===== config.mk =====
export PLATFORM = sky130hd
export DESIGN_NAME = multicycle_ctrl
export DESIGN_NICKNAME = d
export VERILOG_FILES = /design/src/rtl/mc_pkg.sv /design/src/rtl/mc_wait_cnt.sv /design/src/rtl/multicycle_ctrl.sv
export SDC_FILE = /design/constraint.sdc
export NUM_CORES = 1
export LEC_CHECK = 0
export ABC_CLOCK_PERIOD_IN_PS = 2000
export BUFFER_PORTS_ARGS = -buffer_cell sky130_fd_sc_hd__buf_2
export CORE_ASPECT_RATIO = 0.7
export CORE_MARGIN = 5
export CORE_UTILIZATION = 38
export CTS_BUF_LIST = sky130_fd_sc_hd__clkbuf_16
export DETAILED_ROUTE_END_ITERATION = 6
export PLACE_DENSITY_LB_ADDON = 0.15
export RECOVER_POWER = 25
export REMOVE_ABC_BUFFERS = 1
export SYNTH_ARGS = -nofsm -noshare
export SYNTH_HDL_FRONTEND = slang
export SYNTH_SLANG_ARGS = --single-unit
export TNS_END_PERCENT = 10

===== constraint.sdc =====
create_clock -name clock -period 2 [get_ports clock]
set_input_delay 0.3 -clock clock [delete_from_list [all_inputs] [get_ports clock]]
set_output_delay 0.3 -clock clock [all_outputs]
set_load 0.01 [all_outputs]

===== src/rtl/mc_pkg.sv =====
// Shared encodings for the multicycle MIPS-subset controller.
// States, opcode/funct constants, datapath mux codes and the control bundle.
package mc_pkg;

  typedef enum logic [4:0] {
    S_RST, S_FETCH, S_FWAIT, S_IRLD, S_DECODE,
    S_EXEC_R, S_WB_R, S_EXEC_I, S_WB_I,
    S_ADDR, S_MRD, S_MWAIT, S_MLD, S_WB_L, S_MWR,
    S_BRANCH, S_JUMP, S_HALT, S_EXC, S_EXCJ
  } state_t;

  localparam logic [5:0] OP_R     = 6'b000000;
  localparam logic [5:0] OP_J     = 6'b000010;
  localparam logic [5:0] OP_BEQ   = 6'b000100;
  localparam logic [5:0] OP_BNE   = 6'b000101;
  localparam logic [5:0] OP_ADDI  = 6'b001000;
  localparam logic [5:0] OP_ADDIU = 6'b001001;
  localparam logic [5:0] OP_LW    = 6'b100011;
  localparam logic [5:0] OP_SW    = 6'b101011;

  localparam logic [5:0] FN_ADD   = 6'b100000;
  localparam logic [5:0] FN_SUB   = 6'b100010;
  localparam logic [5:0] FN_AND   = 6'b100100;
  localparam logic [5:0] FN_BREAK = 6'b001101;

  localparam logic [2:0] ALU_ADD   = 3'd0;
  localparam logic [2:0] ALU_SUB   = 3'd1;
  localparam logic [2:0] ALU_AND   = 3'd2;
  localparam logic [2:0] ALU_PASSB = 3'd3;

  localparam logic [1:0] PCS_ALU    = 2'd0;
  localparam logic [1:0] PCS_ALUOUT = 2'd1;
  localparam logic [1:0] PCS_JUMP   = 2'd2;
  localparam logic [1:0] PCS_EXC    = 2'd3;

  localparam logic [1:0] SRCA_PC  = 2'd0;
  localparam logic [1:0] SRCA_A   = 2'd1;
  localparam logic [1:0] SRCB_B   = 2'd0;
  localparam logic [1:0] SRCB_4   = 2'd1;
  localparam logic [1:0] SRCB_IMM = 2'd2;
  localparam logic [1:0] SRCB_BR  = 2'd3;

  localparam logic [1:0] EXC_ILL = 2'd0;
  localparam logic [1:0] EXC_OVF = 2'd1;

  typedef struct packed {
    logic       pc_write;
    logic       pc_write_cond;
    logic       branch_ne;
    logic [1:0] iord;
    logic       mem_wr;
    logic       ir_write;
    logic       mdr_write;
    logic       a_write;
    logic       b_write;
    logic       reg_write;
    logic [1:0] reg_dst;
    logic [1:0] mem_to_reg;
    logic [1:0] alu_src_a;
    logic [1:0] alu_src_b;
    logic [2:0] alu_op;
    logic       aluout_write;
    logic [1:0] pc_source;
    logic       epc_write;
    logic [1:0] exc_sel;
  } ctl_t;

endpackage


===== src/rtl/mc_wait_cnt.sv =====
// Loadable down-counter timing memory wait states.
// done flags an empty counter; last flags the final decrement.
module mc_wait_cnt #(
  parameter int MAX = 2
) (
  input  logic clock,
  input  logic reset,
  input  logic load,
  input  logic dec,
  output logic done,
  output logic last
);

  localparam int CW = (MAX > 0) ? $clog2(MAX + 1) : 1;

  logic [CW-1:0] cnt;

  always_ff @(posedge clock or negedge reset) begin
    if (!reset) begin
      cnt <= '0;
    end else if (load) begin
      cnt <= CW'(MAX);
    end else if (dec && !done) begin
      cnt <= cnt - 1'b1;
    end
  end

  assign done = (cnt == '0);
  assign last = (cnt == CW'(1));

endmodule


===== src/rtl/multicycle_ctrl.sv =====
// Multicycle MIPS-subset control FSM with memory waits and exceptions.
// Outputs are registered from the next state so they always track state.
module multicycle_ctrl
  import mc_pkg::*;
#(
  parameter int MEM_WAIT = 2,
  parameter int OVF_TRAP = 1,
  parameter int ST_W     = 5
) (
  input  logic            clock,
  input  logic            reset,
  input  logic [5:0]      opcode,
  input  logic [5:0]      funct,
  input  logic            overflow,
  output logic            pc_write,
  output logic            pc_write_cond,
  output logic            branch_ne,
  output logic [1:0]      iord,
  output logic            mem_wr,
  output logic            ir_write,
  output logic            mdr_write,
  output logic            a_write,
  output logic            b_write,
  output logic            reg_write,
  output logic [1:0]      reg_dst,
  output logic [1:0]      mem_to_reg,
  output logic [1:0]      alu_src_a,
  output logic [1:0]      alu_src_b,
  output logic [2:0]      alu_op,
  output logic            aluout_write,
  output logic [1:0]      pc_source,
  output logic            epc_write,
  output logic [1:0]      exc_sel,
  output logic [ST_W-1:0] state
);

  state_t st, ns;
  ctl_t ctl, nx;
  logic [2:0] r_aop, n_aop;
  logic [1:0] r_exc, n_exc;
  logic r_bne, n_bne;
  logic r_chk, n_chk;
  logic r_lw, n_lw;
  logic ld, dec, done, last, trap;

  mc_wait_cnt #(.MAX(MEM_WAIT)) u_wait (
    .clock(clock),
    .reset(reset),
    .load(ld),
    .dec(dec),
    .done(done),
    .last(last)
  );

  assign trap = (OVF_TRAP != 0) && r_chk && overflow;

  always_comb begin
    ns = st;
    n_aop = r_aop;
    n_exc = r_exc;
    n_bne = r_bne;
    n_chk = r_chk;
    n_lw = r_lw;
    ld = 1'b0;
    dec = 1'b0;
    unique case (st)
      S_RST: ns = S_FETCH;
      S_FETCH: begin
        ld = 1'b1;
        ns = (MEM_WAIT == 0) ? S_IRLD : S_FWAIT;
      end
      S_FWAIT: begin
        dec = 1'b1;
        if (last || done) ns = S_IRLD;
      end
      S_IRLD: ns = S_DECODE;
      S_DECODE: begin
        n_chk = 1'b0;
        n_exc = EXC_ILL;
        ns = S_EXC;
        case (opcode)
          OP_R: begin
            case (funct)
              FN_ADD: begin
                ns = S_EXEC_R; n_aop = ALU_ADD; n_chk = 1'b1;
              end
              FN_SUB: begin
                ns = S_EXEC_R; n_aop = ALU_SUB; n_chk = 1'b1;
              end
              FN_AND: begin
                ns = S_EXEC_R; n_aop = ALU_AND;
              end
              FN_BREAK: ns = S_HALT;
              default: ns = S_EXC;
            endcase
          end
          OP_ADDI: begin
            ns = S_EXEC_I; n_chk = 1'b1;
          end
          OP_ADDIU: ns = S_EXEC_I;
          OP_LW: begin
            ns = S_ADDR; n_lw = 1'b1;
          end
          OP_SW: begin
            ns = S_ADDR; n_lw = 1'b0;
          end
          OP_BEQ: begin
            ns = S_BRANCH; n_bne = 1'b0;
          end
          OP_BNE: begin
            ns = S_BRANCH; n_bne = 1'b1;
          end
          OP_J: ns = S_JUMP;
          default: ns = S_EXC;
        endcase
      end
      S_EXEC_R, S_EXEC_I: begin
        if (trap) begin
          ns = S_EXC; n_exc = EXC_OVF;
        end else begin
          ns = (st == S_EXEC_R) ? S_WB_R : S_WB_I;
        end
      end
      S_ADDR: ns = r_lw ? S_MRD : S_MWR;
      S_MRD: begin
        ld = 1'b1;
        ns = (MEM_WAIT == 0) ? S_MLD : S_MWAIT;
      end
      S_MWAIT: begin
        dec = 1'b1;
        if (last || done) ns = S_MLD;
      end
      S_MLD: ns = S_WB_L;
      S_EXC: ns = S_EXCJ;
      S_HALT: ns = S_HALT;
      S_WB_R, S_WB_I, S_WB_L, S_MWR,
      S_BRANCH, S_JUMP, S_EXCJ: ns = S_FETCH;
      default: ns = S_RST;
    endcase
  end

  always_comb begin
    nx = '0;
    unique case (ns)
      S_FETCH: begin
        nx.pc_write = 1'b1;
        nx.alu_src_b = SRCB_4;
        nx.pc_source = PCS_ALU;
      end
      S_IRLD: nx.ir_write = 1'b1;
      S_DECODE: begin
        nx.a_write = 1'b1;
        nx.b_write = 1'b1;
        nx.alu_src_b = SRCB_BR;
        nx.aluout_write = 1'b1;
      end
      S_EXEC_R: begin
        nx.alu_src_a = SRCA_A;
        nx.alu_src_b = SRCB_B;
        nx.alu_op = n_aop;
        nx.aluout_write = 1'b1;
      end
      S_EXEC_I, S_ADDR: begin
        nx.alu_src_a = SRCA_A;
        nx.alu_src_b = SRCB_IMM;
        nx.aluout_write = 1'b1;
      end
      S_WB_R: begin
        nx.reg_write = 1'b1;
        nx.reg_dst = 2'd1;
      end
      S_WB_I: nx.reg_write = 1'b1;
      S_MRD: nx.iord = 2'd1;
      S_MLD: nx.mdr_write = 1'b1;
      S_WB_L: begin
        nx.reg_write = 1'b1;
        nx.mem_to_reg = 2'd1;
      end
      S_MWR: begin
        nx.iord = 2'd1;
        nx.mem_wr = 1'b1;
      end
      S_BRANCH: begin
        nx.alu_src_a = SRCA_A;
        nx.alu_op = ALU_SUB;
        nx.pc_write_cond = 1'b1;
        nx.pc_source = PCS_ALUOUT;
        nx.branch_ne = n_bne;
      end
      S_JUMP: begin
        nx.pc_write = 1'b1;
        nx.pc_source = PCS_JUMP;
      end
      S_EXC: begin
        nx.epc_write = 1'b1;
        nx.alu_src_b = SRCB_4;
        nx.alu_op = ALU_SUB;
        nx.exc_sel = n_exc;
      end
      S_EXCJ: begin
        nx.pc_write = 1'b1;
        nx.pc_source = PCS_EXC;
        nx.exc_sel = n_exc;
      end
      default: nx = '0;
    endcase
  end

  always_ff @(posedge clock or negedge reset) begin
    if (!reset) begin
      st <= S_RST;
      ctl <= '0;
      r_aop <= '0;
      r_exc <= '0;
      r_bne <= 1'b0;
      r_chk <= 1'b0;
      r_lw <= 1'b0;
    end else begin
      st <= ns;
      ctl <= nx;
      r_aop <= n_aop;
      r_exc <= n_exc;
      r_bne <= n_bne;
      r_chk <= n_chk;
      r_lw <= n_lw;
    end
  end

  assign pc_write      = ctl.pc_write;
  assign pc_write_cond = ctl.pc_write_cond;
  assign branch_ne     = ctl.branch_ne;
  assign iord          = ctl.iord;
  assign mem_wr        = ctl.mem_wr;
  assign ir_write      = ctl.ir_write;
  assign mdr_write     = ctl.mdr_write;
  assign a_write       = ctl.a_write;
  assign b_write       = ctl.b_write;
  assign reg_write     = ctl.reg_write;
  assign reg_dst       = ctl.reg_dst;
  assign mem_to_reg    = ctl.mem_to_reg;
  assign alu_src_a     = ctl.alu_src_a;
  assign alu_src_b     = ctl.alu_src_b;
  assign alu_op        = ctl.alu_op;
  assign aluout_write  = ctl.aluout_write;
  assign pc_source     = ctl.pc_source;
  assign epc_write     = ctl.epc_write;
  assign exc_sel       = ctl.exc_sel;
  assign state         = ST_W'(st);

endmodule

==> reports/results.txt <==
status -> finished with violations
failing checks -> negative setup slack
Nets -> 291
chip width -> 92.1 um
met3 Resource Use GR -> 4.45%
Unique masters post-synth -> 54
top cell type's share of synthesized area -> 47.5%
max FFs per register -> 5
CTS clock-pin slew for the worst setup and hold paths -> 0.06 ns
crit end category -> flip-flop
worst hold slack -> 0.105 ns
post-synth top area cell -> dfrtp_1
post-route setup slack -> -0.0578 ns
Root Driver -> clkbuf_16
GRT Total Usage -> 17.7%
busiest grt layer -> met2
Max-Cap Viols -> 0
# H-tree levels -> 2
clk sink count -> 34
Area contributors post-synth -> dfrtp_1, nor2_1, inv_1, nor3_1, buf_4
gr ovfl total -> 0
routed wire length -> 5150 um
GR Util met2 -> 26.8%
Ports -> 48
CTS Buffer Depth -> 2
Worst Path Arrival -> 2.22 ns
Critical Path Source Type -> flip-flop
Antenna Cells -> 0
crit path cell chain -> or3b_4 -> o32ai_2 -> nand2_1 -> nand4_1 -> buf_4 -> a21oi_4 -> or3b_1
period utilization -> 103%
DR pass1 iterations -> 4
first-pass GRT wire length -> 8530 um
Area Overhead vs Synth -> 51.9%
wire per inst -> 15.6 um
RSZ-0062 raised after global routing -> true
post-route ant nets -> 0
max-slew headroom at the worst pin -> 45.1%
Setup CP Type -> reg2reg
Mapped Cells -> 183
P per Cell Area -> 1490 mW/mm2
initial antenna violation count -> 0
core region area -> 0.00445 mm2
Final Skew -> 0.00474 ns
CP delay by family, top -> simple AND/OR/NAND/NOR gates
max-slew violation count -> 0
Fin. Hold Viols -> 0
final setup vio count -> 1
register bit total from synthesis -> 34
total number of vias -> 1702
Seq/Total Area, Yosys -> 47.5%
pin count of the biggest net entering global routing -> 35
number of global-route vias before repair -> 1689
R2R Setup Slk -> -0.06 ns
GPL Wtd Cong -> 0.863
Tmin final -> 2.06 ns
1st-iter DRT viols -> 90
worst slew pin tran -> 0.824 ns
Tightest Hold Check Type -> in2async
total die area -> 0.00621 mm2
Ys Warns -> 0
TritonCTS clock tree -> done
Max rail drop VDD -> 645 uV
commonest non-fill, non-tap cell in the layout -> buf_4
CP required -> 2.16 ns
CP peak stage delay -> 0.46 ns
CTS Buf Count -> 5
vias per inst -> 5.16
fmax -> 0.486 GHz
Synth async-reset ratio -> 100%
slowest library cell on the worst path -> dfrtp_2
hpwl dp -> 3740 um
number of synthesized flops with an enable pin -> 0
port bufs -> 43
worst path bufs/invs -> 1
Syn Area/Cell -> 9.79 um2
die height -> 67.5 um
grt met1 use -> 25.8%
Initial Util -> 40.2%
commonest non-fill, non-tap cells in the layout -> buf_4, buf_2, dfrtp_1, nor2_1, inv_1
cell area after synthesis -> 0.00179 mm2
Rows -> 20
# hold bufs at CTS -> 0
Power Total -> 4.04 mW
Clk Latency, worst-skew pair -> 0.28 ns
Util after Layout -> 61.1%
critical path fanouts, max -> 6
DRC Markers -> 0
ys flop type -> dfrtp_1
Pleak -> 1.38 nW
proportion of layout cells with a drive suffix above 1 -> 49.1%
==> power breakdown <==
group          switching (mW)  internal (mW)
sequential              0.142          0.851
clock                   0.301          0.587
combinational            1.07           1.09
total                    1.52           2.53
==> path summary, 6_finish.rpt <==
kind | start | endpoint | cells after the start
max in group asynchronous | reset | state[0] | 1
max reg2reg | state[3] | alu_src_b[0] | 7
min | reset | alu_op[1] | 1
max | state[3] | alu_src_b[0] | 7
min in group clock | funct[1] | alu_op[0] | 3
min reg2reg | u_wait.cnt[1] | u_wait.cnt[1] | 1
==> cell families (layout without fill, tap and decap cells) <==
logic type | after synthesis | in the layout | synth area share (%)
AO/OA/AOI/OAI | 31 | 31 | 13.3
XOR/XNOR | 6 | 6 | 2.93
adder cells (fa/ha/maj) | 2 | 2 | 1.40
buffers and inverters | 26 | 114 | 6.77
flip-flops | 34 | 34 | 47.5
multiplexers | 1 | 1 | 0.559
other | 1 | 5 | 0.209
AND/OR/NAND/NOR | 82 | 82 | 27.3
==> synthesized netlist by cell type, types with 4 or more instances <==
cell      count
nand2b_1      5
nor3_1        8
buf_4         5
nor2_1       15
or4_1         4
and2_1        5
nand2_1       7
dfrtp_1      34
o21ai_0       7
or3_1         4
buf_2         4
nor3b_1       4
nor4_1        4
inv_1        13
==> stage by stage <==
stage	instances	setup TNS, ns	worst slack [ns]	area (um2)
final	330	-0.0578	-0.0578	2720
after global routing	330	-0.454	-0.113	2720
after CTS	330	-0.0969	-0.0659	2610
after detailed placement	311	-2.56	-0.387	2310
after global placement	311	-2.19	-0.335	2310
after floorplan	174	-0.606	-0.170	1730
==> per-layer routing <==
layer	wire [um]	share of wire (%)
met1	2520	49
met2	2220	43
met3	381	7.4
met4	22	0.43
met5	0	0
==> final cells by class <==
class	count	area [um2]
timing repair buffer	93	603
inverter	13	48.8
sequential	34	855
clock inverter	3	45.0
tap	55	68.8
fill	395	1730
clock buffer	5	125
multi-input combinational	127	976
==> timing repair <==
item,4_1_cts,5_1_grt
setup endpoints to repair,15,11
buffers inserted,11,0
pin swaps,9,11
gates resized for setup,10,26
(Power assumes the default switching activity.)
